==> config.mk <==
export PLATFORM = sky130hd
export DESIGN_NAME = imem_loader
export DESIGN_NICKNAME = d
export VERILOG_FILES = /design/src/rtl/imem_loader.sv
export SDC_FILE = /design/constraint.sdc
export NUM_CORES = 1
export LEC_CHECK = 0
export ABC_AREA = 0
export BUFFER_PORTS_ARGS = -buffer_cell sky130_fd_sc_hd__buf_2
export CORE_ASPECT_RATIO = 1.4
export CORE_UTILIZATION = 55
export DETAILED_ROUTE_END_ITERATION = 12
export PLACE_DENSITY = 0.75
export REMOVE_ABC_BUFFERS = 1
export SETUP_SLACK_MARGIN = 0.02
export SYNTH_ARGS = -nofsm -noshare
export SYNTH_HDL_FRONTEND = slang
export SYNTH_SLANG_ARGS = --single-unit
==> constraint.sdc <==
create_clock -name CLK -period 7.17 [get_ports CLK]
set_input_delay 2.151 -clock CLK [delete_from_list [all_inputs] [get_ports CLK]]
set_output_delay 2.151 -clock CLK [all_outputs]
set_load 0.005 [all_outputs]
==> src/rtl/imem_loader.sv <==
// rtl/imem_loader.sv - byte-stream boot loader that writes an image into imem and releases the cpu
// Optional feature macro: IMEM_LOADER_CHECKSUM_EN (adds a trailing XOR checksum byte and its check).
// Ports:
//   CLK, RESET            clock, asynchronous active-high reset
//   RX_VALID, RX_DATA     one-cycle byte strobe and received byte
//   LOAD_REQ              leave RUN/ERR and wait for a new image
//   MEM_A, MEM_WE, MEM_WD imem second-port word address, write enable, write data
//   CPU_RESET, CPU_RUN    cpu held in reset except while RUN
//   BUSY, DONE, ERROR     load in progress, image accepted, load failed
module imem_loader #(
  parameter int MAX_WORDS = 1024,
  parameter int TIMEOUT   = 65535
) (
  input  logic        CLK,
  input  logic        RESET,
  input  logic        RX_VALID,
  input  logic [7:0]  RX_DATA,
  input  logic        LOAD_REQ,
  output logic [29:0] MEM_A,
  output logic        MEM_WE,
  output logic [31:0] MEM_WD,
  output logic        CPU_RESET,
  output logic        CPU_RUN,
  output logic        BUSY,
  output logic        DONE,
  output logic        ERROR
);

  localparam int TW = $clog2(TIMEOUT + 1);

  typedef enum logic [2:0] {IDLE, CNT_LO, CNT_HI, DATA, CSUM, RUN, ERR} state_t;

`ifdef IMEM_LOADER_CHECKSUM_EN
  localparam state_t POST_DATA = CSUM;
`else
  localparam state_t POST_DATA = RUN;
`endif

  state_t        state;
  state_t        nxt;
  logic [TW-1:0] timer;
  logic [15:0]   cnt;
  logic [15:0]   widx;
  logic [1:0]    bcnt;
  logic [23:0]   acc;
  logic [15:0]   n_rx;
  logic          tmo;
  logic          in_load;
`ifdef IMEM_LOADER_CHECKSUM_EN
  logic [7:0]    csum;
`endif

  // Word count as it will be once the high byte in RX_DATA is captured.
  assign n_rx    = {RX_DATA, cnt[7:0]};
  assign tmo     = (timer == TW'(TIMEOUT - 1));
  assign in_load = (state inside {CNT_LO, CNT_HI, DATA, CSUM});

  always_comb begin
    nxt = state;
    case (state)
      IDLE:   if (RX_VALID && RX_DATA == 8'hA5) nxt = CNT_LO;
      CNT_LO: begin
        if (RX_VALID) nxt = CNT_HI;
        else if (tmo) nxt = ERR;
      end
      CNT_HI: begin
        if (RX_VALID) begin
          if (n_rx == 16'd0)                        nxt = POST_DATA;
          else if (32'(n_rx) > 32'(MAX_WORDS))      nxt = ERR;
          else                                      nxt = DATA;
        end else if (tmo) begin
          nxt = ERR;
        end
      end
      DATA: begin
        if (RX_VALID) begin
          // Leave on the 4th byte of the last word so the address never wraps.
          if (bcnt == 2'd3 && widx == cnt - 16'd1) nxt = POST_DATA;
        end else if (tmo) begin
          nxt = ERR;
        end
      end
`ifdef IMEM_LOADER_CHECKSUM_EN
      CSUM: begin
        if (RX_VALID) nxt = (RX_DATA == csum) ? RUN : ERR;
        else if (tmo) nxt = ERR;
      end
`endif
      RUN, ERR: if (LOAD_REQ) nxt = IDLE;
      default: nxt = IDLE;
    endcase
  end

  always_ff @(posedge CLK or posedge RESET) begin
    if (RESET) begin
      state     <= IDLE;
      timer     <= '0;
      cnt       <= '0;
      widx      <= '0;
      bcnt      <= '0;
      acc       <= '0;
      MEM_A     <= '0;
      MEM_WE    <= 1'b0;
      MEM_WD    <= '0;
      CPU_RESET <= 1'b1;
      CPU_RUN   <= 1'b0;
      BUSY      <= 1'b0;
      DONE      <= 1'b0;
      ERROR     <= 1'b0;
`ifdef IMEM_LOADER_CHECKSUM_EN
      csum      <= '0;
`endif
    end else begin
      state     <= nxt;
      MEM_WE    <= 1'b0;
      // Status outputs follow the next state so they change on the entry edge.
      CPU_RESET <= (nxt != RUN);
      CPU_RUN   <= (nxt == RUN);
      DONE      <= (nxt == RUN);
      ERROR     <= (nxt == ERR);
      BUSY      <= (nxt inside {CNT_LO, CNT_HI, DATA, CSUM});

      if (RX_VALID || nxt != state || !in_load) timer <= '0;
      else                                      timer <= timer + TW'(1);

      case (state)
        IDLE: begin
          if (nxt == CNT_LO) begin
            cnt  <= '0;
            widx <= '0;
            bcnt <= '0;
`ifdef IMEM_LOADER_CHECKSUM_EN
            csum <= '0;
`endif
          end
        end
        CNT_LO: if (RX_VALID) cnt[7:0]  <= RX_DATA;
        CNT_HI: if (RX_VALID) cnt[15:8] <= RX_DATA;
        DATA: begin
          if (RX_VALID) begin
            // Bytes shift in from the top so the 4th byte lands as b3.
            acc  <= {RX_DATA, acc[23:8]};
            bcnt <= bcnt + 2'd1;
`ifdef IMEM_LOADER_CHECKSUM_EN
            csum <= csum ^ RX_DATA;
`endif
            if (bcnt == 2'd3) begin
              MEM_WE <= 1'b1;
              MEM_WD <= {RX_DATA, acc};
              MEM_A  <= {14'd0, widx};
              widx   <= widx + 16'd1;
            end
          end
        end
        default: ;
      endcase
    end
  end

endmodule

# --- After elaboration in Yosys (flattened, before gate mapping) ---
# Index checks and enable logic that the tools add are counted.
word_totals:
  reg_bits: 130
  wordCells: 85
  input_bits: 12
classes:
  n_eq_ne: 23
  muxes: 24
  n_reduce_logical: 19
  n_lt_le_gt_ge: 1
  add_sub_neg: 4
op_table:
  columns: ["operator", "count"]
  rows:
  - ["16-bit 2-to-1 mux", 4]
  - ["16-bit by 1-bit adder with 16-bit output (second input constant)", 2]
  - ["16-bit one-hot mux with 2 select lines", 1]
  - ["8-bit one-hot mux with 2 select lines", 2]
  - ["3-bit 2-to-1 mux", 9]
  - ["3-bit == test (second input constant)", 6]
  - ["16-bit == test", 1]
  - ["16-bit == test (second input constant)", 1]
  - ["16-bit by 11-bit > comparator with 1-bit output (second input constant)", 1]
  - ["16-bit logical NOT", 1]
  - ["16-bit by 1-bit subtractor with 16-bit output (second input constant)", 1]
  - ["3-bit one-hot mux with 5 select lines", 1]
  - ["3-bit by 2-bit == test with 1-bit output (second input constant)", 4]
  - ["3-bit AND reduction", 4]
  - ["8-bit == test (second input constant)", 1]
  - ["8-bit 2-to-1 mux", 1]
  - ["2-bit inequality test (second input constant)", 4]
  - ["4-bit nonzero test", 2]
  - ["3-bit by 1-bit == test with 1-bit output (second input constant)", 2]
  - ["2-bit nonzero test", 3]
  - ["2-bit 2-to-1 mux", 2]
  - ["2-bit one-hot mux with 2 select lines", 1]
  - ["4-bit AND reduction", 1]
  - ["3-bit logical NOT", 1]
  - ["other kinds (11)", 15]

# --- Depth between registers and ports, before layout ---
depth:
  ltp_word: 10
  ltp_mapped: 11

# --- Worst setup path after synthesis ---
# Ideal clock, no wire load.
synth_path:
  path_kind: "input to register"
  startpoint: "in RX_VALID"
  endpoint: "reg timer[10]"
  t_arrival_ps: 4032
  path_stages: 9
  setup_slack_ps: 3067
  setup_ps: 71
  n_path_buf: 2
  cell_sequence: "clkbuf_1 -> nand2b_1 -> nor3_1 -> a2111o_2 -> o21ba_2 -> a211oi_1 -> a2111o_1 -> buf_6 -> nor2_1"
synth_via:
  elab_chain_cells: 7
  word_cells_on_any_way: 10
synth_rtl:
  columns: ["element", "line", "text"]
  rows:
  - ["from (decl)", "16", "input logic RX_VALID,"]
  - ["1-bit logical AND", "61", "IDLE: if (RX_VALID && RX_DATA == 8'hA5) nxt = CNT_LO;"]
  - ["3-bit 2-to-1 mux", "61", null]
  - ["3-bit one-hot mux with 5 select lines *", "60", "case (state)"]
  - ["net nxt[0]", "40", "state_t nxt;"]
  - ["3-bit inequality test *", "123", "if (RX_VALID || nxt != state || !in_load) timer <= '0;"]
  - ["1-bit logical OR * (2 in series)", "123", null]
  - ["16-bit 2-to-1 mux *", "123", null]
  - ["to (signal assigned)", "124", "else timer <= timer + TW'(1);"]
  - ["to (decl)", "41", "logic [TW-1:0] timer;"]
# Mark *: on every way through the listed nets, which the timed path passes. The rest lies on a longest branch.
# A chain may end at the register's enable or synchronous reset.

# --- Final worst setup path ---
layout_path:
  startpoint: "in RX_DATA[3]"
  endpoint: "reg timer[13]"
layout_via:
  elab_chain_cells: 9
  word_cells_on_any_way: 13
layout_rtl:
  columns: ["element", "line", "text"]
  rows:
  - ["from (decl)", "17", "input logic [7:0] RX_DATA,"]
  - ["16-bit by 11-bit > comparator with 1-bit output", "69", "else if (32'(n_rx) > 32'(MAX_WORDS)) nxt = ERR;"]
  - ["3-bit 2-to-1 mux", "69", null]
  - ["3-bit 2-to-1 mux", "68", "if (n_rx == 16'd0) nxt = POST_DATA;"]
  - ["3-bit 2-to-1 mux", "67", "if (RX_VALID) begin"]
  - ["3-bit one-hot mux with 5 select lines *", "60", null]
  - ["net nxt[0]", "40", null]
  - ["3-bit inequality test *", "123", null]
  - ["1-bit logical OR * (2 in series)", "123", null]
  - ["16-bit 2-to-1 mux *", "123", null]
# Marks and branches as above.

==> impl_metrics.yaml <==
grt:
  globalRouteMet2Util: 0.422
  use_met3: 0.0577
  grt_max_degree: 67
  grt_pass1_wl_um: 22700
  met1_usage: 0.293
  grt.busiest_layer: "met2"
  gr-total-overflow: 0
  grt_pass1_vias: 5010
  grt.total_usage: 0.246
  antenna_found_initial: 0
critical_path:
  end_kind: "register"
  crit_arrival_ps: 4410
  cpMaxStageDelayCell: "a2111o_1"
  cp_top_family: "compound AO/OA/AOI/OAI gates"
  crit_required_ps: 7510
  cp-start-kind: "input port"
  path_buf_inv: 1
  crit_chain: "buf_2 > nor3_1 > nand3_1 > a2111oi_2 > a2111o_2 > o21ba_2 > a211oi_1 > a2111o_1 > nor2_1"
  critPathMaxStageDelay_ps: 620
  critical_path_class: "input port to register"
  crit_fanout: 16
routing:
  firstDrtPassIters: 5
  post_drt_wl_per_cell_um: 14.4
  vias: 4971
  routed_wl_um: 13100
  drc_errors: 0
  drt-initial-drc-count: 357
  drt-vias-per-instance: 5.45
  ant_nets: 0
floorplan:
  coreArea_um2: 10900
  io_pins: 80
  row_count: 45
  die_y_um: 127
  start_util: 0.566
  fp.dieW_um: 91.4
  fp.dieArea_um2: 11600
synth:
  synth_area_um2: 6150
  syn_area_per_cell_um2: 8.76
  synthSimpleGateAreaFrac: 0.282
  synth-compound-area-share: 0.0637
  synth_top_family_by_area: "simple AND/OR/NAND/NOR gates"
  ys_ff_latch: 130
  synth_edf_count: 0
  yosysWarningCount: 0
  seq_area_frac_synth: 0.529
  synth_fa_ha_area_frac: 0.0102
  synthXorXnorAreaFrac: 0.0598
  async_flop_share: 1.00
  ys_types: 52
  dominantRegCellSynth: "dfrtp_1"
  synth_mux_area_frac: 0.00875
  postSynthCellCount: 702
timing:
  fin_skew_ps: 10.7
  fin_setup_tns_ps: 0
  fmax_mhz: 245
  worst_slew_pin_slew_ps: 1070
  final_hold_viol_count: 0
  grt_setup_unrepaired: "no"
  slew_violations: 0
  slew-limit-headroom: 0.281
  fin_crit_ps: 4080
  setup_violations: 0
  post-route-period-util: 0.569
pwr:
  finalPower_uw: 2140
  seqPwrFrac: 0.420
  powerDensity_nw_per_um2: 300
  p_sw_frac: 0.300
  p_leak_uw: 0.00370
  irDropWorstVdd_uv: 190
  p_comb_frac: 0.155
  p_sw_uw: 641
  internal_power_uw: 1500
  clockPowerShare: 0.424
layout:
  seqCellArea_um2: 3250
  antenna_cells: 0
  layout-drive-gt1-share: 0.153
  syn2layout_area_growth_pct: 16.0
  fin_nets: 775
  final_common_cell: "nand2_1"
  filler_cell_count: 903
  multiInputGateArea_um2: 2670
  layout_common_cells: "nand2_1, dfrtp_1, buf_2"
cts:
  postCtsSetupBuffers: 0
  ctsResizeCount: 0
  clk_path_buf_depth: 2
  cts_hold_buffers: 0
  cts_buffers: 17
  clk_pin_slew_ps: 60
  cts-htree-levels: 4
  cts.sinks: 130
  clk_latency_ps: 420
  cts_tree: "yes"
  root_buffer: "clkbuf_16"
outcome:
  status: "finished, final reports clean"
placement:
  gp_congestion: 0.902
  portBuffers: 65
  hpwl_um: 8770
flow_run:
  drv_cap: 0
hold_path:
  min_path_type: "register to register"
==> final timing paths <==
path | start | to | slack (ps) | depth (start not counted)
hold / removal | MEM_WD[9] | MEM_WD[9] | 470 | 2
setup reg to reg | cnt[3] | DONE | 3900 | 8
min in group asynchronous | RESET | MEM_A[11] | 1890 | 2
hold reg to reg | MEM_WD[9] | MEM_WD[9] | 470 | 2
setup / recovery | RX_DATA[3] | timer[13] | 3090 | 9
max in group asynchronous | RESET | cnt[2] | 3950 | 3
==> state kept, by name, indices dropped and copies added, names as in the netlist, 2 cells and up <==
register	count
MEM_WD	32
acc	24
MEM_A	16
cnt	16
timer	16
widx	16
state	3
bcnt	2
==> power groups by stage <==
stage          logic [uW]  registers (uW)  clock network [uW]
2_1_floorplan         259             882                   0
3_3_place_gp          313             905                   0
3_5_place_dp          327             909                   0
4_1_cts               330             896                 921
5_1_grt               376             909                 950
6_report              332             898                 907
==> logic make-up (layout without fill, tap and decap cells) <==
kind of cell / count (synthesis) / in the layout
other: 1 / 14
xor gates and xnor gates: 42 / 42
DFF: 130 / 130
AOI/OAI and AO/OA: 60 / 60
adders and majority gates: 5 / 5
buffers and inverters: 57 / 113
and+or+nand+nor: 402 / 402
muxes: 5 / 5
==> area by class of cell <==
type | instances | area share
inverters | 11 | 0.00614
clock buffers | 17 | 0.0596
multi-input cells | 528 | 0.375
well taps | 141 | 0.0247
clock inverters | 15 | 0.0277
repair buffers | 70 | 0.0509
flip-flops and latches | 130 | 0.456
==> Yosys cell counts, types with 2 or more instances <==
library cell	number	share of area
a211o_1	3	0.0043
a211oi_1	3	0.0037
a21oi_1	10	0.0081
a31oi_1	2	0.0020
and3_1	5	0.0051
and4_1	3	0.0043
and4b_1	2	0.0033
buf_1	3	0.0018
buf_4	15	0.018
clkbuf_1	26	0.016
clkinv_1	2	0.0012
dfrtp_1	129	0.53
ha_1	5	0.010
inv_1	9	0.0055
mux2_2	3	0.0055
mux2i_1	2	0.0033
nand2_1	273	0.17
nand2b_1	4	0.0041
nand3_1	18	0.015
nand4_1	16	0.016
nor2_1	45	0.027
nor2b_1	4	0.0041
nor3_1	9	0.0073
nor3b_1	4	0.0049
nor4_1	4	0.0041
o211ai_1	2	0.0024
o21ai_0	25	0.020
o22ai_1	2	0.0020
o31a_1	2	0.0028
o31ai_1	2	0.0024
or3_1	9	0.0092
xnor2_1	12	0.017
xor2_1	30	0.043
==> worst min-delay path, cell delays in order, from the launching register on <==
cell and delay, ps:
dfrtp_1 340, nand2_1 50, nand2_1 50
==> metal layers <==
layer / routed length [um] / part of all wire
met3: 551 / 0.042
met4: 315 / 0.024
met1: 5470 / 0.42
met5: 0 / 0
met2: 6800 / 0.52
==> per-stage QoR <==
| stage | setup WS (ps) | cells | hold slack [ps] | instance area, um2 | utilization |
|---|---|---|---|---|---|
| after floorplan | 1530 | 669 | 439 | 5960 | - |
| after global placement | 2840 | 880 | 453 | 6510 | 0.599 |
| after detailed placement | 2690 | 880 | 453 | 6510 | 0.599 |
| after CTS | 3090 | 912 | 469 | 7130 | 0.656 |
| after global routing | 2900 | 912 | 489 | 7130 | 0.656 |
| final | 3090 | 912 | 465 | 7130 | 0.656 |
No activity file was read; power rests on OpenSTA's default activity.
